<file path="config.mk">
export PLATFORM = sky130hd
export DESIGN_NAME = trace_buffer_flat
export DESIGN_NICKNAME = d
export VERILOG_FILES = /design/src/rtl/trace_buffer_if.sv /design/src/rtl/trace_buffer.sv /design/src/flat_wrapper.sv
export SDC_FILE = /design/constraint.sdc
export NUM_CORES = 2
export LEC_CHECK = 0
export ABC_CLOCK_PERIOD_IN_PS = 5400
export BUFFER_PORTS_ARGS = -buffer_cell sky130_fd_sc_hd__buf_2
export CAP_MARGIN = 40
export CELL_PAD_IN_SITES_DETAIL_PLACEMENT = 1
export CELL_PAD_IN_SITES_GLOBAL_PLACEMENT = 1
export CORE_ASPECT_RATIO = 0.75
export CORE_UTILIZATION = 56
export DETAILED_ROUTE_END_ITERATION = 10
export MAX_ROUTING_LAYER = met4
export PLACE_DENSITY_LB_ADDON = 0.1
export SKIP_CTS_REPAIR_TIMING = 1
export SYNTH_ARGS = -nofsm -noshare
export SYNTH_HDL_FRONTEND = slang
export SYNTH_SLANG_ARGS = --single-unit
</file>
<file path="constraint.sdc">
create_clock -name clk -period 5.4 [get_ports clk]
set_input_delay 0.54 -clock clk [delete_from_list [all_inputs] [get_ports clk]]
set_output_delay 0.54 -clock clk [all_outputs]
set_load 0.005 [all_outputs]
</file>
<file path="src/rtl/trace_buffer_if.sv">
// Trace buffer port bundle: capture-side inputs, read-side handshake and status.
// The master drives capture and read-accept; the slave is the buffer itself.
interface trace_buffer_if #(
   parameter int unsigned DW    = 16,
   parameter int unsigned DEPTH = 32
) ();
   logic                     arm;
   logic                     trig;
   logic                     cap_valid;
   logic [DW-1:0]            pc;
   logic [DW-1:0]            instr;
   logic [DW-1:0]            wb_data;
   logic                     wb_en;
   logic                     rd_ready;
   logic                     rd_valid;
   logic [DW-1:0]            rd_pc;
   logic [DW-1:0]            rd_instr;
   logic [DW-1:0]            rd_wb;
   logic                     rd_wben;
   logic                     rd_last;
   logic [1:0]               state;
   logic [$clog2(DEPTH):0]   count;
   logic                     overflow;

   modport master (
      output arm, trig, cap_valid, pc, instr, wb_data, wb_en, rd_ready,
      input  rd_valid, rd_pc, rd_instr, rd_wb, rd_wben, rd_last, state, count, overflow
   );

   modport slave (
      input  arm, trig, cap_valid, pc, instr, wb_data, wb_en, rd_ready,
      output rd_valid, rd_pc, rd_instr, rd_wb, rd_wben, rd_last, state, count, overflow
   );
endinterface

</file>
<file path="src/rtl/trace_buffer.sv">
// Circular pipeline trace buffer: captures while armed, stops POST samples after a trigger,
// then replays the held entries oldest-first through a valid/ready read port.
module trace_buffer #(
   parameter int unsigned DW    = 16,
   parameter int unsigned DEPTH = 32,
   parameter int unsigned POST  = 8
) (
   input logic           clk,
   input logic           reset,
   trace_buffer_if.slave bus
);
   localparam int unsigned AW = $clog2(DEPTH);
   localparam int unsigned CW = AW + 1;
   localparam logic [AW:0] Full = CW'(DEPTH);

   typedef enum logic [1:0] {
      StIdle  = 2'b00,
      StArmed = 2'b01,
      StPost  = 2'b10,
      StRead  = 2'b11
   } state_e;

   typedef struct packed {
      logic [DW-1:0] pc;
      logic [DW-1:0] instr;
      logic [DW-1:0] wb;
      logic          wben;
   } entry_t;

   entry_t mem [DEPTH];

   state_e        state_q, state_d;
   logic [AW-1:0] wptr_q, wptr_d;
   logic [AW-1:0] rptr_q, rptr_d;
   logic [AW-1:0] post_q, post_d;
   logic [AW:0]   count_q, count_d;
   logic [AW:0]   left_q, left_d;
   logic          ovf_q, ovf_d;
   logic          wr_en;
   entry_t        rd_ent;

   always_comb begin
      state_d = state_q;
      wptr_d  = wptr_q;
      rptr_d  = rptr_q;
      post_d  = post_q;
      count_d = count_q;
      left_d  = left_q;
      ovf_d   = ovf_q;
      wr_en   = 1'b0;
      unique case (state_q)
         StIdle: begin
            if (bus.arm) begin
               state_d = StArmed;
               wptr_d  = '0;
               count_d = '0;
               ovf_d   = 1'b0;
            end
         end
         StArmed, StPost: begin
            if (bus.arm) begin
               state_d = StArmed;
               wptr_d  = '0;
               count_d = '0;
               ovf_d   = 1'b0;
            end else begin
               if (bus.cap_valid) begin
                  wr_en  = 1'b1;
                  wptr_d = wptr_q + 1'b1;
                  if (count_q == Full) ovf_d = 1'b1;
                  else                 count_d = count_q + 1'b1;
               end
               if (state_q == StArmed) begin
                  if (bus.trig) begin
                     post_d  = AW'(POST);
                     state_d = (POST == 0) ? StRead : StPost;
                  end
               end else if (bus.cap_valid) begin
                  post_d = post_q - 1'b1;
                  if (post_q == AW'(1)) state_d = StRead;
               end
            end
         end
         StRead: begin
            // Empty session or final transfer both drop back to idle.
            if (left_q == '0) begin
               state_d = StIdle;
               count_d = '0;
            end else if (bus.rd_ready) begin
               rptr_d = rptr_q + 1'b1;
               left_d = left_q - 1'b1;
               if (left_q == CW'(1)) begin
                  state_d = StIdle;
                  count_d = '0;
               end
            end
         end
         default: state_d = StIdle;
      endcase
      // Oldest entry sits at the write pointer once the ring has wrapped.
      if (state_q != StRead && state_d == StRead) begin
         rptr_d = ovf_d ? wptr_d : '0;
         left_d = count_d;
      end
   end

   always_ff @(posedge clk or negedge reset) begin
      if (!reset) begin
         state_q <= StIdle;
         wptr_q  <= '0;
         rptr_q  <= '0;
         post_q  <= '0;
         count_q <= '0;
         left_q  <= '0;
         ovf_q   <= 1'b0;
      end else begin
         state_q <= state_d;
         wptr_q  <= wptr_d;
         rptr_q  <= rptr_d;
         post_q  <= post_d;
         count_q <= count_d;
         left_q  <= left_d;
         ovf_q   <= ovf_d;
      end
   end

   always_ff @(posedge clk) begin
      if (wr_en) mem[wptr_q] <= '{pc: bus.pc, instr: bus.instr, wb: bus.wb_data, wben: bus.wb_en};
   end

   always_comb begin
      rd_ent = mem[rptr_q];
      if (!bus.rd_valid) rd_ent = '0;
   end

   assign bus.rd_valid = (state_q == StRead) && (left_q != '0);
   assign bus.rd_last  = bus.rd_valid && (left_q == CW'(1));
   assign bus.rd_pc    = rd_ent.pc;
   assign bus.rd_instr = rd_ent.instr;
   assign bus.rd_wb    = rd_ent.wb;
   assign bus.rd_wben  = rd_ent.wben;
   assign bus.state    = state_q;
   assign bus.count    = count_q;
   assign bus.overflow = ovf_q;
endmodule

</file>
<file path="src/flat_wrapper.sv">
// flat-port wrapper written by rule: the top's interface ports become plain ports
module trace_buffer_flat 
#(
   parameter int unsigned DW    = 16,
   parameter int unsigned DEPTH = 32,
   parameter int unsigned POST  = 8
)
  (clk, reset, bus_arm, bus_trig, bus_cap_valid, bus_pc, bus_instr, bus_wb_data, bus_wb_en, bus_rd_ready, bus_rd_valid, bus_rd_pc, bus_rd_instr, bus_rd_wb, bus_rd_wben, bus_rd_last, bus_state, bus_count, bus_overflow);
  trace_buffer_if #(.DW(DW), .DEPTH(DEPTH)) bus_i ();
  input logic clk;
  input logic reset;
  input wire logic [$bits(bus_i.arm)-1:0] bus_arm;
  input wire logic [$bits(bus_i.trig)-1:0] bus_trig;
  input wire logic [$bits(bus_i.cap_valid)-1:0] bus_cap_valid;
  input wire logic [$bits(bus_i.pc)-1:0] bus_pc;
  input wire logic [$bits(bus_i.instr)-1:0] bus_instr;
  input wire logic [$bits(bus_i.wb_data)-1:0] bus_wb_data;
  input wire logic [$bits(bus_i.wb_en)-1:0] bus_wb_en;
  input wire logic [$bits(bus_i.rd_ready)-1:0] bus_rd_ready;
  output wire logic [$bits(bus_i.rd_valid)-1:0] bus_rd_valid;
  output wire logic [$bits(bus_i.rd_pc)-1:0] bus_rd_pc;
  output wire logic [$bits(bus_i.rd_instr)-1:0] bus_rd_instr;
  output wire logic [$bits(bus_i.rd_wb)-1:0] bus_rd_wb;
  output wire logic [$bits(bus_i.rd_wben)-1:0] bus_rd_wben;
  output wire logic [$bits(bus_i.rd_last)-1:0] bus_rd_last;
  output wire logic [$bits(bus_i.state)-1:0] bus_state;
  output wire logic [$bits(bus_i.count)-1:0] bus_count;
  output wire logic [$bits(bus_i.overflow)-1:0] bus_overflow;
  assign bus_i.arm = bus_arm;
  assign bus_i.trig = bus_trig;
  assign bus_i.cap_valid = bus_cap_valid;
  assign bus_i.pc = bus_pc;
  assign bus_i.instr = bus_instr;
  assign bus_i.wb_data = bus_wb_data;
  assign bus_i.wb_en = bus_wb_en;
  assign bus_i.rd_ready = bus_rd_ready;
  assign bus_rd_valid = bus_i.rd_valid;
  assign bus_rd_pc = bus_i.rd_pc;
  assign bus_rd_instr = bus_i.rd_instr;
  assign bus_rd_wb = bus_i.rd_wb;
  assign bus_rd_wben = bus_i.rd_wben;
  assign bus_rd_last = bus_i.rd_last;
  assign bus_state = bus_i.state;
  assign bus_count = bus_i.count;
  assign bus_overflow = bus_i.overflow;
  trace_buffer #(.DW(DW), .DEPTH(DEPTH), .POST(POST)) u_core (.clk(clk), .reset(reset), .bus(bus_i));
endmodule
</file>
# == Word level (Yosys, flattened, before mapping) ==
# Memories as Yosys holds them, arrays and structs flattened.
# Cells that the tools add are included.
# totals
regBits,30
mem_bits_rw,1568
input_bits,55
output_inout_bits,60
word_cells,81
mem_count,1
# mem_list
name,words,word_bits,read_ports,rd_ports_with_merged_regs,wr,line_no,text
u_core.mem,32,49,1,0,1,trace_buffer.sv:30,entry_t mem [DEPTH];
# op_classes
addsub,5
eq_ne,10
mux,45
bitwise,1
n_reduce_logical,12
# op_table
cell,n
6-bit two-way mux,11
5-bit two-way mux,11
49-bit two-way mux,1
2-bit two-way mux,9
6-bit one-hot mux with 3 select lines,1
5-bit by 1-bit adder with 5-bit output (second input constant),2
5-bit one-hot mux with 2 select lines,1
1-bit two-way mux,9
6-bit by 1-bit adder with 6-bit output (second input constant),1
2-bit == test (second input constant),3
6-bit by 1-bit == test with 1-bit output (second input constant),1
6-bit == test (second input constant),1
6-bit logical NOT,1
2-bit inequality test (second input constant),3
2-bit one-hot mux with 3 select lines,1
2-bit nonzero test,3
6-bit nonzero test,1
6-bit by 1-bit subtractor with 6-bit output (second input constant),1
5-bit by 1-bit == test with 1-bit output (second input constant),1
5-bit by 1-bit subtractor with 5-bit output (second input constant),1
4-bit AND reduction,1
1-bit logical AND,3
3-bit AND reduction,1
2-bit by 1-bit == test with 1-bit output (second input constant),1
4 further kinds,4

# == Depth between registers and ports, before layout ==
# depth
word_depth,10
ltp_mapped,9
ltp_nobuf,7

# == Least setup slack after synthesis ==
# Ideal clock, no wire load.
# synth_path
path_kind,register to register
from,"register u_core.state_q[0], in the netlist u_core.bus.state[0]"
to,memory u_core.mem[30][0] (netlist name) (enable)
arrival_time_ns,3.889
required_time_ns,4.944
path_slack_ns,1.055
stages_incl_launch_ff,8
path_cell_list,dfrtp_1 > inv_1 > ha_1 > clkbuf_1 > nor2b_1 > buf_2 > nand3_1 > nor2_1
# synth_between
elab_chain_cells,5
word_cells_on_any_way,6
cone_classes,2 x eq/ne; 3 x mux; 1 x reduce/logical
# synth_rtl
item,line_no,text
start: declaration,trace_buffer.sv:32,"state_e state_q, state_d;"
start signal: assignment,trace_buffer.sv:109,state_q <= StIdle;
start signal: assignment,trace_buffer.sv:117,state_q <= state_d;
2-bit == test / 2-bit by 1-bit == test with 1-bit output (equally long branches),trace_buffer.sv:51,unique case (state_q)
2-bit OR reduction *,trace_buffer.sv:51,
1-bit two-way mux *,trace_buffer.sv:51,
1-bit two-way mux *,trace_buffer.sv:128,"if (wr_en) mem[wptr_q] <= '{pc: bus.pc, instr: bus.instr, wb: bus.wb_data, wben: bus.wb_en};"
1-bit two-way mux (not written as such) *,trace_buffer.sv:128,
end: declaration,trace_buffer.sv:30,
# Mark *: on every way between the ends. The rest lies on a longest branch, timed or not.

# == Final worst setup path ==
# layout_path
from,"register u_core.state_q[0], in the netlist u_core.bus.state[0]"
to,output port bus_rd_pc[4]
# layout_between
elab_chain_cells,3
# layout_rtl
item,line_no,text
2-bit == test,trace_buffer.sv:136,assign bus.rd_valid = (state_q == StRead) && (left_q != '0);
1-bit logical AND,trace_buffer.sv:136,
49-bit two-way mux,trace_buffer.sv:133,if (!bus.rd_valid) rd_ent = '0;
end: declaration,flat_wrapper.sv:21,output wire logic [$bits(bus_i.rd_pc)-1:0] bus_rd_pc;
# No other way between the ends.

==> metrics <==
total number of vias 30.3k; relative slew slack 0.411; Top delay family on crit path compound AO/OA/AOI/OAI gates; Crit Path Max Fanout 32; Slew Viols, Final 0; Worst-path clk slew 0.06 ns; EDFF count, synth 1,568; Critical Path RT 4.86 ns; I/O pin total 115; r2r startpoint u_core.bus.state[0]; nets 3,105; Power Dens Cells 463 mW/mm^2; worst path buffer plus inverter count 3; layout cell share with drive strength beyond 1 0.303; Post-DP Area 0.0653 sq mm; First-pass DRT Iterations 5; number of global-route vias before repair 31.7k; most common cell after layout, fill and taps aside edfxtp_1; placed cell count 4,324; Tmin final 4.69 ns; yosys warns 0; hold_ws 0.199 ns; Worst setup EP type primary output; final cycle utilization of the critical path 0.869; core area 0.110 sq mm; Distinct cells, synth 56; Critical Path Slowest Stage Cell o22ai_1; GRT Total Usage 0.293; FMAX 213 MHz; Final TNS setup 0 ns; CP arrival 4.15 ns; commonest non-fill, non-tap cells in the layout edfxtp_1, mux4_2, clkbuf_16, buf_2, nor2_1; type of element launching the critical path flip-flop; ys async rst share 0.0188; non-filler instance count after layout 4,601; Clk network pwr share 0.315; CTS Buf Count 151; final clock skew 0.0312 ns; clk sinks 1,598; Routed Antenna Nets 0; Seq/Total Area, Yosys 0.771; first-pass GRT wire length 225,000 um; Chip Height 290 um; initial antenna violation count 10; Post-DP HPWL 87,900 um; reg-to-reg slack, setup 1.62 ns; width of the chip 386 um; internal power 23.3 mW; Post-Synthesis Net Count 2,884; Pleak 22.2 nW; clk buf depth 3; CP peak stage delay 0.56 ns; final hold vios 0; Reg2Reg Depth 7; unrepaired setup endpoints after global routing no; Final Setup Violations 0; Final GP Congestion 0.786; Crit. path cell count 7; CP Capture Point bus_rd_pc[4]; VDD IR max 409 uV; residual DRC count 0; worst slew pin tran 0.881 ns; CTS H-tree depth 4; Area Growth Syn to Fin 12.8%; WL per Instance 34.1 um; Logic pwr share 0.248; CP Cell Sequence ha_1 > inv_1 > a21oi_1 > nand2b_4 > buf_4 > o22ai_1 > buf_2; sw power 9.13 mW; Seq pwr share 0.437; Crit. Startpoint u_core.bus.state[0]; clk_lat worst skew 0.77 ns; Final Instance Area 0.0700 sq mm; CTS tree done; kind of critical path flip-flop to primary output; Port Buffers 114; row count 105; die area 0.112 sq mm; Avg Synthesized Cell Area 22.0 sq um; status complete, no violations; Worst R2R End u_core.mem[14][22]; Yosys reg bits 1,598; largest net degree at the start of global routing 77; Syn Std Cell Area 0.0620 sq mm; Cells after Synth 2,814; worst hold path class primary input to flip-flop; root buf cell clkbuf_16; Starting Density 0.566; grt ovf 0; WL final 157,000 um; Main synth FF type edfxtp_1; Initial DRC Count 3,236; vias per inst 6.57; Sw Share 0.282; Max-Cap Viols 0
==> Yosys cell counts, types with 4 or more instances <==
library cell,count,share of area
edfxtp_1,1568,0.76
mux4_2,392,0.14
nor2_1,145,0.0088
a21oi_1,109,0.0088
mux2i_1,101,0.016
mux2_2,98,0.018
clkbuf_1,71,0.0043
buf_2,57,0.0046
o22ai_1,51,0.0051
dfrtp_1,30,0.012
buf_1,23,0.0014
nand2_1,19,0.0011
inv_1,18,0.0011
ha_1,15,0.0030
o21ai_0,15,0.0012
nand3_1,8,0.00065
nand4_1,8,0.00081
nand3b_1,7,0.00085
xor2_1,7,0.00099
a211oi_1,6,0.00073
xnor2_1,5,0.00071
nor2b_1,4,0.00040
==> registers in the layout, summed over array words and instances, names as in the netlist <==
signal / flops
u_core.mem: 1568
u_core.bus.count: 6
u_core.left_q: 6
u_core.post_q: 5
u_core.rptr_q: 5
u_core.wptr_q: 5
u_core.bus.state: 2
u_core.bus.overflow: 1
==> how the worst min path moves through the flow <==
stage / startpoint / end / slack, ns / cells past startpoint
final: bus_arm / u_core.bus.state[0] / 0.20 / 3
after global routing: bus_arm / u_core.bus.state[0] / 0.22 / 3
after CTS: reset / u_core.bus.overflow / -0.18 / 1
after detailed placement: u_core.post_q[1] / u_core.post_q[1] / 0.53 / 1
after global placement: u_core.post_q[1] / u_core.post_q[1] / 0.52 / 1
after floorplan: reset / u_core.bus.count[0] / 0.24 / 0
==> tightest hold or removal path, stage by stage <==
cell and delay [ns]:
buf_2 0.17, nor2b_1 0.13, o21bai_1 0.08
==> kinds of logic after synthesis <==
family | synth area share
AOI/OAI and AO/OA | 0.0203
xor gates and xnor gates | 0.00169
adders and majority gates | 0.00303
buffers and inverters | 0.0116
DFF | 0.771
muxes | 0.177
and+or+nand+nor | 0.0150
==> cell type report <==
type | count | area, sq um
Clock buffer | 189 | 4050
Timing Repair Buffer | 220 | 1860
Inverter | 18 | 67.6
Clock inverter | 79 | 612
Tap cell | 1444 | 1810
Multi-Input combinational cell | 1046 | 13700
Fill cell | 8785 | 39600
Sequential cell | 1598 | 47900
Antenna cell | 7 | 17.5
==> per-stage QoR <==
stage	total power, mW	setup slack [ns]	utilization
final	32.4	0.707	0.639
after CTS	32.6	0.666	0.638
after detailed placement	22.5	1.34	0.596
after global placement	22.3	1.42	0.593
after global routing	33.5	0.610	0.639
after floorplan	20.0	1.06	-
==> power groups by stage <==
stage               combinational [mW]  clock (mW)  sequential [mW]
finish                            8.02        10.2             14.2
global route                      8.56        10.7             14.2
CTS                               8.10        10.4             14.2
detailed placement                8.05           0             14.4
global placement                  7.85           0             14.4
floorplan                         5.87           0             14.1
==> per-layer routing <==
layer  up-vias  GRT usage  part of all wire
li1      12253          -                 -
met1     16421      0.422              0.43
met2      1368      0.443              0.48
met3       209     0.0483             0.071
met4         0     0.0781             0.023
met5         -          -                 0
Power figures use the tool's default switching activity.
